`src/rtl/wrr_arbiter_if.sv`:
```
// Request/grant bundle shared by the initiators and the weighted round-robin arbiter.
interface wrr_arbiter_if #(
  parameter int N_REQ = 4,
  parameter int WGT_W = 4
);
  localparam int IDX_W = (N_REQ > 1) ? $clog2(N_REQ) : 1;

  logic [N_REQ-1:0]       req_i;
  logic [N_REQ*WGT_W-1:0] weight_i;
  logic [N_REQ-1:0]       gnt_o;
  logic [IDX_W-1:0]       gnt_idx_o;
  logic                   gnt_valid_o;

  // Initiator side drives requests and weights, observes the grant
  modport master (
    output req_i, weight_i,
    input  gnt_o, gnt_idx_o, gnt_valid_o
  );

  // Arbiter side consumes requests and weights, produces the grant
  modport slave (
    input  req_i, weight_i,
    output gnt_o, gnt_idx_o, gnt_valid_o
  );
endinterface

```
`src/rtl/wrr_arbiter.sv`:
```
// Weighted round-robin arbiter: each winner keeps a registered one-hot grant
// for up to its weight in service cycles, then priority rotates past it.
module wrr_arbiter #(
  parameter int N_REQ = 4,
  parameter int WGT_W = 4
) (
  input  logic         clk,
  input  logic         reset,
  wrr_arbiter_if.slave bus
);
  localparam int IDX_W = (N_REQ > 1) ? $clog2(N_REQ) : 1;

  typedef enum logic {IDLE, GRANT} state_e;

  state_e           state_q, state_d;
  logic [IDX_W-1:0] ptr_q, ptr_d;
  logic [IDX_W-1:0] idx_q, idx_d;
  logic [WGT_W-1:0] cnt_q, cnt_d;
  logic [N_REQ-1:0] gnt_q, gnt_d;
  logic             valid_q, valid_d;

  logic [IDX_W-1:0] scanStart;
  logic [IDX_W-1:0] winIdx;
  logic             winFound;
  logic             holderReq;

  // Modulo-N_REQ successor; explicit compare keeps non-power-of-2 sizes in range
  function automatic logic [IDX_W-1:0] nextIdx(input logic [IDX_W-1:0] idx);
    if (idx == IDX_W'(N_REQ - 1)) begin
      return '0;
    end
    return idx + IDX_W'(1);
  endfunction

  // Burst length for a requester; a zero weight still earns one cycle
  function automatic logic [WGT_W-1:0] effWgt(input logic [N_REQ*WGT_W-1:0] w,
                                              input logic [IDX_W-1:0] idx);
    logic [WGT_W-1:0] field;
    field = w[int'(idx)*WGT_W +: WGT_W];
    return (field == '0) ? WGT_W'(1) : field;
  endfunction

  assign holderReq = bus.req_i[idx_q];

  // Find the first active request scanning forward from the rotation start
  always_comb begin
    int cand;
    cand      = 0;
    scanStart = (state_q == GRANT) ? nextIdx(idx_q) : ptr_q;
    winFound  = 1'b0;
    winIdx    = '0;
    for (int off = N_REQ - 1; off >= 0; off--) begin
      cand = int'(scanStart) + off;
      if (cand >= N_REQ) begin
        cand = cand - N_REQ;
      end
      if (bus.req_i[cand]) begin
        winFound = 1'b1;
        winIdx   = IDX_W'(cand);
      end
    end
  end

  // Next-state: hold the burst while served, otherwise rotate and re-arbitrate
  always_comb begin
    state_d = state_q;
    ptr_d   = ptr_q;
    idx_d   = idx_q;
    cnt_d   = cnt_q;
    case (state_q)
      IDLE: begin
        if (winFound) begin
          state_d = GRANT;
          idx_d   = winIdx;
          cnt_d   = effWgt(bus.weight_i, winIdx);
        end
      end
      GRANT: begin
        if (holderReq && (cnt_q > WGT_W'(1))) begin
          cnt_d = cnt_q - WGT_W'(1);
        end else begin
          ptr_d = nextIdx(idx_q);
          if (winFound) begin
            idx_d = winIdx;
            cnt_d = effWgt(bus.weight_i, winIdx);
          end else begin
            state_d = IDLE;
          end
        end
      end
      default: state_d = IDLE;
    endcase
  end

  // Output decode: one-hot grant and valid follow the next state
  always_comb begin
    gnt_d = '0;
    if (state_d == GRANT) begin
      gnt_d[idx_d] = 1'b1;
    end
    valid_d = (state_d == GRANT);
  end

  // State and output registers; reset clears the grant immediately
  always_ff @(posedge clk or negedge reset) begin
    if (!reset) begin
      state_q <= IDLE;
      ptr_q   <= '0;
      idx_q   <= '0;
      cnt_q   <= '0;
      gnt_q   <= '0;
      valid_q <= 1'b0;
    end else begin
      state_q <= state_d;
      ptr_q   <= ptr_d;
      idx_q   <= idx_d;
      cnt_q   <= cnt_d;
      gnt_q   <= gnt_d;
      valid_q <= valid_d;
    end
  end

  assign bus.gnt_o       = gnt_q;
  assign bus.gnt_idx_o   = idx_q;
  assign bus.gnt_valid_o = valid_q;
endmodule

```
`src/flat_wrapper.sv`:
```
// flat-port wrapper written by rule: the top's interface ports become plain ports
module wrr_arbiter_flat 
#(
  parameter int N_REQ = 4,
  parameter int WGT_W = 4
)
  (clk, reset, bus_req_i, bus_weight_i, bus_gnt_o, bus_gnt_idx_o, bus_gnt_valid_o);
  wrr_arbiter_if #(.N_REQ(N_REQ), .WGT_W(WGT_W)) bus_i ();
  input  logic clk;
  input  logic reset;
  input wire logic [$bits(bus_i.req_i)-1:0] bus_req_i;
  input wire logic [$bits(bus_i.weight_i)-1:0] bus_weight_i;
  output wire logic [$bits(bus_i.gnt_o)-1:0] bus_gnt_o;
  output wire logic [$bits(bus_i.gnt_idx_o)-1:0] bus_gnt_idx_o;
  output wire logic [$bits(bus_i.gnt_valid_o)-1:0] bus_gnt_valid_o;
  assign bus_i.req_i = bus_req_i;
  assign bus_i.weight_i = bus_weight_i;
  assign bus_gnt_o = bus_i.gnt_o;
  assign bus_gnt_idx_o = bus_i.gnt_idx_o;
  assign bus_gnt_valid_o = bus_i.gnt_valid_o;
  wrr_arbiter #(.N_REQ(N_REQ), .WGT_W(WGT_W)) u_core (.clk(clk), .reset(reset), .bus(bus_i));
endmodule
```
`config.mk`:
```
export PLATFORM = sky130hd
export DESIGN_NAME = wrr_arbiter_flat
export DESIGN_NICKNAME = d
export VERILOG_FILES = /design/src/rtl/wrr_arbiter_if.sv /design/src/rtl/wrr_arbiter.sv /design/src/flat_wrapper.sv
export SDC_FILE = /design/constraint.sdc
export NUM_CORES = 1
export LEC_CHECK = 0
export CAP_MARGIN = 20
export CORE_UTILIZATION = 47
export DETAILED_ROUTE_END_ITERATION = 8
export GPL_TIMING_DRIVEN = 0
export MAX_ROUTING_LAYER = met4
export PLACE_DENSITY = 0.8
export SETUP_SLACK_MARGIN = 0.3
export SLEW_MARGIN = 20
export SYNTH_ARGS = -nofsm -noshare
export SYNTH_HDL_FRONTEND = slang
export SYNTH_SLANG_ARGS = --single-unit
```
`constraint.sdc`:
```
create_clock -name clk -period 2.4 [get_ports clk]
set_input_delay 0.24 -clock clk [delete_from_list [all_inputs] [get_ports clk]]
set_output_delay 0.24 -clock clk [all_outputs]
set_load 0.05 [all_outputs]
```
==> flow_summary.toml <==
[outcome]
run_status = "finished, final reports clean"

[die]
floorplan.die_area_um2 = 2396
core_region_area_um2 = 2022
io_pins = 29
die_width_um = 48.95
initial_core_util = 0.5124
die_h_um = 48.95
rows = 16

[setup_path]
crit_path_end = "u_core.cnt_q[0]"
worstRegToRegCells = 8
end_kind = "flip-flop"
critical_path_peak_fanout = 6
timing.critical_path.from = "u_core.bus.gnt_idx_o[0]"
start_kind = "flip-flop"
cp_data_required_time_ns = 2.62
worst-setup-path-type = "reg2reg"
reg2reg_from = "u_core.bus.gnt_idx_o[0]"
reg2reg_setup_slack_ns = 0.13
r2r-end = "u_core.cnt_q[0]"
critical_path_arrival_ns = 2.50

[power_and_ir_drop]
seq_power_share = 0.198
p_int_uw = 1066
power_switching_share = 0.4943
p_switching_uw = 1042
power.ir.vdd_worst_v = 0.0009408
p_leak_uw = 0.0006271
power_density_nw_per_um2 = 1337
power.clock.fraction = 0.065
total_power_uw = 2107
combinationalPowerShare = 0.736

[final_layout]
synthToLayoutAreaGrowth_pct = 52.17
n_fill_cell = 138
antennaDiodeCount = 0
num-nets-final = 176
layout.cells.non_filler = 177
final_layout_size_suffix_gt1_frac = 0.2800

[sta]
hold_viol_final = 0
final.setup_skew_ns = 0.001961
achievable-frequency_mhz = 439.8
slew_headroom = 0.6204
rsz0062_at_grt = "true"
finalMaxSlewViolations = 0
finalCritPeriodShare = 0.9474
worst_slew_pin_slew_ns = 0.5676
final_critical_path_required_period_ns = 2.274
report.final.setup_viol = 0

[clocking]
cts_sinks = 13
path_clk_slew_ns = 0.08
clock_tree_from_tritoncts = "yes"
clock_insertion_delay_worst_skew_ns = 0.28
clk_root_buffer_cell = "clkbuf_4"
cts_hold_buf = 0
cts_buffers = 3
htreeDepth = 1
cts_buffer_depth = 2

[drt]
dr_total_vias = 1124
route.detailed.vias_per_inst = 6.350
drt-initial-drc-count = 44
iteration_count_of_the_initial_detailed_routing_pass = 4
wl_per_cell_um = 17.38
detail_route.drc_violations = 0
final_antenna_net_count = 0
wirelength_mm = 3.076

[yosys]
synth_warnings = 0
ys_top_cells_by_area = "dfrtp_1 31%, nand4_1 6.6%, nor2_1 5.1%"
synth_edf_count = 0
synth_fp_nets = 134
syn-cell-area_um2 = 1036
synth_async_sr_flop_share = 1.000
synth.yosys.seq_area_share = 0.3140
post_synth_num_cell_types = 40
post-synth-top-area-cell = "dfrtp_1"
syn_inst = 109
synth-seq-cells = 13
postSynth.topFlopCell = "dfrtp_1"
synthDominantCellAreaShare = 0.3140
postSynthAreaPerCell_um2 = 9.505

[job]
maximum_capacitance_violations = 0

[hold_path]
hold_path_class = "in2async"

[grt]
grt_pass1_wl_mm = 4.919
grt_remaining_overflow = 0
grtUsageTotal = 0.2818
antenna_found_initial = 0
number_of_global_route_vias_before_repair = 1040
grt_max_degree = 14

[placed_design]
placed_cells_incl_taps = 164
port_buffer_count = 28
dp_hpwl_mm = 2.051
gp_congestion = 0.8840
## sequential cells by signal (all words and copies together) (netlist names)
| signal | count |
|---|---|
| u_core.bus.gnt_idx_o | 2 |
| u_core.bus.gnt_o | 4 |
| u_core.cnt_q | 4 |
| u_core.ptr_q | 2 |
| u_core.state_q | 1 |
## how the worst min path moves through the flow
stage | from | end | slack, ns
final | reset | u_core.cnt_q[2] | 0.32
after CTS | reset | u_core.bus.gnt_o[3] | 0.33
after global placement | u_core.ptr_q[0] | u_core.ptr_q[0] | 0.49
after detailed placement | u_core.ptr_q[0] | u_core.ptr_q[0] | 0.51
after floorplan | reset | u_core.bus.gnt_idx_o[0] | -0.06
after global routing | reset | u_core.bus.gnt_o[1] | 0.36
## Yosys cell counts, drive strengths merged, types with 2 or more instances
cell type	number
a21oi	3
a311oi	2
buf	2
dfrtp	13
ha	3
inv	5
mux2	2
mux2i	4
nand2	11
nand2b	3
nand4	11
nor2	14
nor2b	2
o211ai	3
o21a	2
o21ai	3
o31ai	9
## timing repair
action / CTS / global route
pin swaps: 9 / 7
buffers inserted: 7 / 2
endpoints found under the setup margin: 5 / 8
cloned: 0 / 0
gates resized for setup: 11 / 9
## cell usage in the layout, fill, tap and decap left out, types with 2 or more instances in the layout
cell type,instances
nor2_1,14
nand2_2,2
dfrtp_2,3
mux2i_1,3
clkdlybuf4s50_1,27
clkbuf_4,3
buf_4,8
nand4_1,11
buf_6,2
a311oi_1,2
o211ai_1,3
inv_1,5
o31ai_4,6
nor2b_1,2
ha_1,2
dfrtp_1,10
nand2_1,9
o31ai_1,3
nand2b_1,3
a21oi_1,2
## worst max-delay path: stages (launching register included)
cell	delay [ns]
dfrtp_2	0.44
ha_4	0.27
mux2_4	0.29
and4_4	0.16
buf_8	0.14
o31ai_4	0.26
nand4_1	0.16
a222oi_1	0.32
o31a_1	0.17
## cells by family (layout without fill, tap and decap cells)
logic type                 Yosys count  after routing  share of synthesized area
DFF                                 13             13                     0.3140
and+or+nand+nor                     47             47                     0.2367
AOI/OAI and AO/OA                   32             32                     0.2754
muxes                                7              7                    0.09782
adders and majority gates            3              3                    0.03624
buffers and inverters                7             48                    0.03986
## area by class of cell
class                      count  area, µm²  area share
multi-input combinational     89      787.0      0.4992
timing repair buffer          37      354.1      0.2246
sequential                    13      329.1      0.2087
tap                           27      33.78     0.02143
buffer                         2      26.28     0.01667
clock buffer                   3      22.52     0.01429
inverter                       5      18.77     0.01190
clock inverter                 1      5.005    0.003175
## power by group through the flow
stage	Combinational [µW]	Clock [µW]	Sequential (µW)
final	1550	137	418
after global routing	1670	154	426
after CTS	1430	144	408
after detailed placement	1220	0	431
after global placement	1180	0	424
after floorplan	785	0	553
## metrics by stage
| step | instance area (µm²) | util | setup TNS (ns) | worst slack (ns) | hold slack [ns] |
|---|---|---|---|---|---|
| finish | 1577 | 0.7797 | 0 | 0.1263 | 0.3192 |
| global route | 1577 | 0.7797 | 0 | 0.02702 | 0.3584 |
| CTS | 1521 | 0.7525 | 0 | 0.1814 | 0.3336 |
| detailed placement | 1366 | 0.6757 | -0.07657 | -0.02705 | 0.5051 |
| global placement | 1366 | 0.6757 | 0 | 0.009295 | 0.4948 |
| floorplan | 1052 | - | 0 | 0.1854 | -0.05559 |
## routing by layer
metal	up-vias	GRT usage	wire length [µm]
met2	56	0.4769	1604
met3	12	0.04984	211
met4	0	0.08333	61
li1	515	-	-
met1	541	0.3426	1198
met5	-	-	0
No activity file was read; power rests on OpenSTA's default activity.
